### src/rtl/mem_arb_pkg.sv
// Shared types and constants for the mem_arb instruction/data memory-port arbiter.
package mem_arb_pkg;

  typedef enum logic [1:0] {
    StIdle,
    StBusyIf,
    StBusyDm,
    StResp
  } arb_state_e;

  // Consecutive dm grants tolerated while fetch waits before fetch is forced through.
  localparam int unsigned FAIR_LIMIT = 3;

endpackage

### src/rtl/mem_arb_pick.sv
// Combinational winner selection between the fetch and data requesters.
module mem_arb_pick (
  input  logic if_req,
  input  logic dm_req,
  input  logic fair_force,
  output logic grant_dm,
  output logic grant_if
);

  // dm has priority unless fairness forces a pending fetch through.
  always_comb begin
    grant_if = if_req & (~dm_req | fair_force);
    grant_dm = dm_req & ~grant_if;
  end

endmodule

### src/rtl/mem_arb.sv
// Arbiter sharing one registered memory port between fetch (if) and data (dm) requesters.
// Optional fairness counter enabled by defining MEM_ARB_FAIR_EN.
module mem_arb
  import mem_arb_pkg::*;
(
  input  logic        clk,
  input  logic        rst_n,
  input  logic        if_req,
  input  logic [31:0] if_addr,
  output logic        if_ack,
  output logic [31:0] if_rdata,
  input  logic        dm_req,
  input  logic        dm_we,
  input  logic [31:0] dm_addr,
  input  logic [31:0] dm_wdata,
  output logic        dm_ack,
  output logic [31:0] dm_rdata,
  output logic        mem_req,
  output logic        mem_we,
  output logic [31:0] mem_addr,
  output logic [31:0] mem_wdata,
  input  logic [31:0] mem_rdata,
  input  logic        mem_ready,
  output logic        stall_if,
  output logic        stall_mem
);

  arb_state_e state_q, state_d;
  logic       grant_dm, grant_if, fair_force;
  logic       arb_en, done_if, done_dm;

  mem_arb_pick u_pick (
    .if_req     (if_req),
    .dm_req     (dm_req),
    .fair_force (fair_force),
    .grant_dm   (grant_dm),
    .grant_if   (grant_if)
  );

  always_ff @(posedge clk) begin
    if (!rst_n) begin
      state_q <= StIdle;
    end else begin
      state_q <= state_d;
    end
  end

  always_comb begin
    state_d = state_q;
    unique case (state_q)
      StIdle: begin
        if (grant_dm) begin
          state_d = StBusyDm;
        end else if (grant_if) begin
          state_d = StBusyIf;
        end
      end
      StBusyIf, StBusyDm: begin
        if (mem_ready) begin
          state_d = StResp;
        end
      end
      StResp:  state_d = StIdle;
      default: state_d = StIdle;
    endcase
  end

  always_comb begin
    arb_en    = (state_q == StIdle);
    done_if   = (state_q == StBusyIf) & mem_ready;
    done_dm   = (state_q == StBusyDm) & mem_ready;
    stall_if  = if_req & ~if_ack;
    stall_mem = dm_req & ~dm_ack;
  end

  always_ff @(posedge clk) begin
    if (!rst_n) begin
      mem_req   <= 1'b0;
      mem_we    <= 1'b0;
      mem_addr  <= '0;
      mem_wdata <= '0;
      if_ack    <= 1'b0;
      dm_ack    <= 1'b0;
      if_rdata  <= '0;
      dm_rdata  <= '0;
    end else begin
      if_ack <= done_if;
      dm_ack <= done_dm;
      if (done_if) begin
        if_rdata <= mem_rdata;
      end
      // mem_we still holds the captured direction while busy; stores return zero.
      if (done_dm) begin
        dm_rdata <= mem_we ? '0 : mem_rdata;
      end
      if (done_if || done_dm) begin
        mem_req <= 1'b0;
      end else if (arb_en && grant_dm) begin
        mem_req   <= 1'b1;
        mem_we    <= dm_we;
        mem_addr  <= dm_addr;
        mem_wdata <= dm_wdata;
      end else if (arb_en && grant_if) begin
        mem_req   <= 1'b1;
        mem_we    <= 1'b0;
        mem_addr  <= if_addr;
        mem_wdata <= '0;
      end
    end
  end

`ifdef MEM_ARB_FAIR_EN
  logic [1:0] fair_cnt_q;

  // Counts back-to-back dm wins over a waiting fetch; any other outcome restarts the run.
  always_ff @(posedge clk) begin
    if (!rst_n) begin
      fair_cnt_q <= '0;
    end else if (arb_en) begin
      if (grant_if) begin
        fair_cnt_q <= '0;
      end else if (grant_dm) begin
        fair_cnt_q <= if_req ? fair_cnt_q + 2'd1 : 2'd0;
      end
    end
  end

  assign fair_force = (fair_cnt_q == 2'(FAIR_LIMIT));
`else
  assign fair_force = 1'b0;
`endif

endmodule

### config.mk
export PLATFORM = sky130hd
export DESIGN_NAME = mem_arb
export DESIGN_NICKNAME = d
export VERILOG_FILES = /design/src/rtl/mem_arb_pkg.sv /design/src/rtl/mem_arb_pick.sv /design/src/rtl/mem_arb.sv
export SDC_FILE = /design/constraint.sdc
export NUM_CORES = 1
export LEC_CHECK = 0
export CORE_MARGIN = 10
export CORE_UTILIZATION = 35
export DETAILED_ROUTE_END_ITERATION = 12
export PLACE_DENSITY = 0.72
export SLEW_MARGIN = 20
export SYNTH_ARGS = -nofsm -noshare
export SYNTH_HDL_FRONTEND = slang
export SYNTH_SLANG_ARGS = --single-unit
### constraint.sdc
create_clock -name clk -period 1.7 [get_ports clk]
set_clock_uncertainty 0.05 [all_clocks]
set_input_delay 0.34 -clock clk [delete_from_list [all_inputs] [get_ports clk]]
set_output_delay 0.34 -clock clk [all_outputs]
set_load 0.01 [all_outputs]
==> flow_metrics.tcl <==
set metrics [dict create \
    status "complete, no violations" \
    required_ns 1.31 \
    r2r_slack_ns 0.03 \
    die_h_um 142 \
    rows 44 \
    overflow 0 \
    fp.dieW_um 142 \
    yosysUniqueCellTypes 31 \
    synthTopCellsByCount "dfxtp_1, a21oi_1, nand2_1, nand4_1" \
    grt_max_degree 46 \
    hp-start "if_rdata[7]$_SDFFE_PN0P_" \
    rr_worst_depth 5 \
    h-tree-depth 4 \
    power_leakage_uw 0.00416 \
    tightest_slew_ns 0.409 \
    drive_above_1_share_pct 9.03 \
    timing.rr.start "state_q[0]$_SDFFE_PN0P_" \
    startpoint_type "flop" \
    cts-root-buf "clkbuf_16" \
    hold_viol 0 \
    drtPass1Iterations 5 \
    grt_setup_unrepaired "true" \
    finalSetupTns_ns 0 \
    critPathSlowestCell "clkdlybuf4s50_1" \
    hpwlAfterDp_um 14600 \
    post-synth-top-area-cell "dfxtp_1" \
    finalSetupViolations 0 \
    synth_seq_area_share_pct 51.7 \
    finalMaxSlewViolations 0 \
    grt_pass1_wl_um 30900 \
    powerDensity_nw_per_um2 1470 \
    synth_area_leaders "dfxtp_1, a21oi_1, nand2_1, a22o_1, a311oi_1" \
    relSlewSlack_pct 72.0 \
    utilization_pct 60.4 \
    hold_end "if_rdata[7]$_SDFFE_PN0P_" \
    core_area_um2 14500 \
    crit_chain "clkdlybuf4s50_1" \
    drcViolationCount 0 \
    clockBufferDepth 2 \
    synthArstFlopShare_pct 0 \
    grt.total_usage_pct 19.0 \
    ys_seq_elements 134 \
    die-area_um2 20100 \
    routed_via_density 5.35 \
    area_growth_pct 69.1 \
    worstHoldPathCells 2 \
    synth_edf_count 0 \
    placedCellCount 1000 \
    critPathTopFamily "buffers and inverters" \
    crit_type "reg2out" \
    ys_dominant_reg_cell "dfxtp_1" \
    critPathBufInv 1 \
    n_fill_cell 1289 \
    crit_path_end_kind "output pin" \
    fin_cells 1037 \
    cts_sinks 134 \
    final_antenna_net_count 0 \
    synth_nets 723 \
    ys_warn_count 0 \
    clkSlewWorstSetupHoldPaths_ns 0.06 \
    numPortBuffers 267 \
    fin_nets 978 \
    synth_top_area_share_pct 51.7 \
    ir_drop_mv 0.853 \
    slowest_delay_ns 0.54 \
    num_vias 5548 \
    cts_made_buffers 17 \
    synth_most_common_cell "dfxtp_1" \
    io_pins 268 \
    hold_path_class "reg2reg" \
    reg2reg_to "state_q[0]$_SDFFE_PN0P_" \
    maxCapViolations 0 \
    syn_area_per_cell_um2 8.87 \
    grt_pass1_vias 5690 \
    wl_per_cell_um 19.6 \
    n_antenna_cell 0 \
    routed_wl_um 20400 \
    antenna_found_initial 0 \
    final.min_clock_period_ns 1.67 \
    cts_tree "done" \
    arrival_ns 1.28 \
    crit_fanout 2 \
    period_share_pct 98.2 \
    netlist_area_um2 5190 \
    place.gp.congestion 0.869 \
    drt_iter0_drc 260 \
    worstSkewPairLatency_ns 0.41 \
    max_freq_mhz 599 \
    synth_cells 585 \
    initial_core_util_pct 35.7 \
]
## metrics by stage
step	worst slack, ns	hold slack, ns	power, uW	area [um^2]
after floorplan	0.166	0.416	6940	5190
after global placement	-0.228	0.390	9410	8130
after detailed placement	-0.238	0.400	9560	8130
after CTS	-0.0410	0.408	12900	8620
after global routing	-0.0259	0.420	13600	8780
final	0.0303	0.401	12900	8780
## repair_timing
action | CTS | global route
gates resized for setup | 92 | 42
hold buffers | 0 | 0
gates cloned | 1 | 1
hold endpoints to repair | 0 | 0
endpoints found under the setup margin | 103 | 93
pin swaps | 1 | 6
setup buffers | 0 | 3
## layout make-up
type	instances	area [um^2]	share of cell area, %
clock buffer	19	453	5.16
clock inverter	13	123	1.40
inverter	4	16.3	0.185
multi-input combinational	385	2190	25.0
sequential	134	2690	30.6
tap	184	230	2.62
timing repair buffer	298	3080	35.1
## power by group
group / switching [uW] / leakage (uW) / internal (uW)
sequential: 344 / 0.00110 / 3820
clock: 1430 / 0.000272 / 2100
combinational: 2800 / 0.00279 / 2370
total: 4580 / 0.00416 / 8290
## kinds of logic after synthesis
kind of cell	Yosys count	synth area share (%)
AOI/OAI and AO/OA	204	25.0
and+or+nand+nor	177	15.8
DFF	134	51.7
buffers and inverters	66	6.60
adders and majority gates	4	0.964
## worst min-delay path: stages (launching register included)
cell	delay (ns)
dfxtp_1	0.30
nand2_1	0.05
a21oi_1	0.05
## routing by layer
layer	up-vias	global-route usage [%]	wire length, um
met3	34	8.28	2140
li1	2648	-	-
met4	0	7.42	430
met2	296	29.6	9470
met5	-	0	0
met1	2570	22.4	8330
## cell usage in the layout, fill, tap and decap left out, types with 2 or more instances in the layout
master	count
o21ai_1	5
clkinv_2	3
nand4_1	33
clkdlybuf4s50_1	141
nand3_1	32
buf_4	15
nor2b_1	3
a21oi_1	99
ha_2	3
a311oi_1	32
inv_1	3
nand2_1	98
o21ai_4	2
buf_12	12
buf_8	2
inv_6	3
nor2_1	2
clkinv_4	3
dfxtp_1	132
clkbuf_8	2
o21ai_0	28
a22o_1	32
clkinvlp_4	4
dfxtp_2	2
a2111oi_0	2
dlymetal6s2s_1	34
nor3_1	2
clkbuf_16	18
dlygate4sd2_1	90
## registers in the layout, indices dropped and copies added (netlist names)
signal and count:
dm_ack 1, dm_rdata 32, mem_we 1, if_rdata 32
mem_wdata 32, mem_addr 32, mem_req 1, state_q 2
if_ack 1
## worst max-delay path by stage
| stage | from | end | cells after the start |
|---|---|---|---|
| 2_1_floorplan | state_q[0]$_SDFFE_PN0P_ | mem_addr[14]$_SDFFE_PN0P_ | 7 |
| 4_1_cts | state_q[0]$_SDFFE_PN0P_ | mem_wdata[0]$_SDFFE_PN0P_ | 6 |
| 5_1_grt | state_q[0]$_SDFFE_PN0P_ | state_q[0]$_SDFFE_PN0P_ | 5 |
| 6_report | dm_rdata[6]$_SDFFE_PN0P_ | dm_rdata[6] | 1 |
| 3_5_place_dp | if_req | stall_if | 3 |
| 3_3_place_gp | if_req | stall_if | 3 |
(Power assumes the default switching activity.)
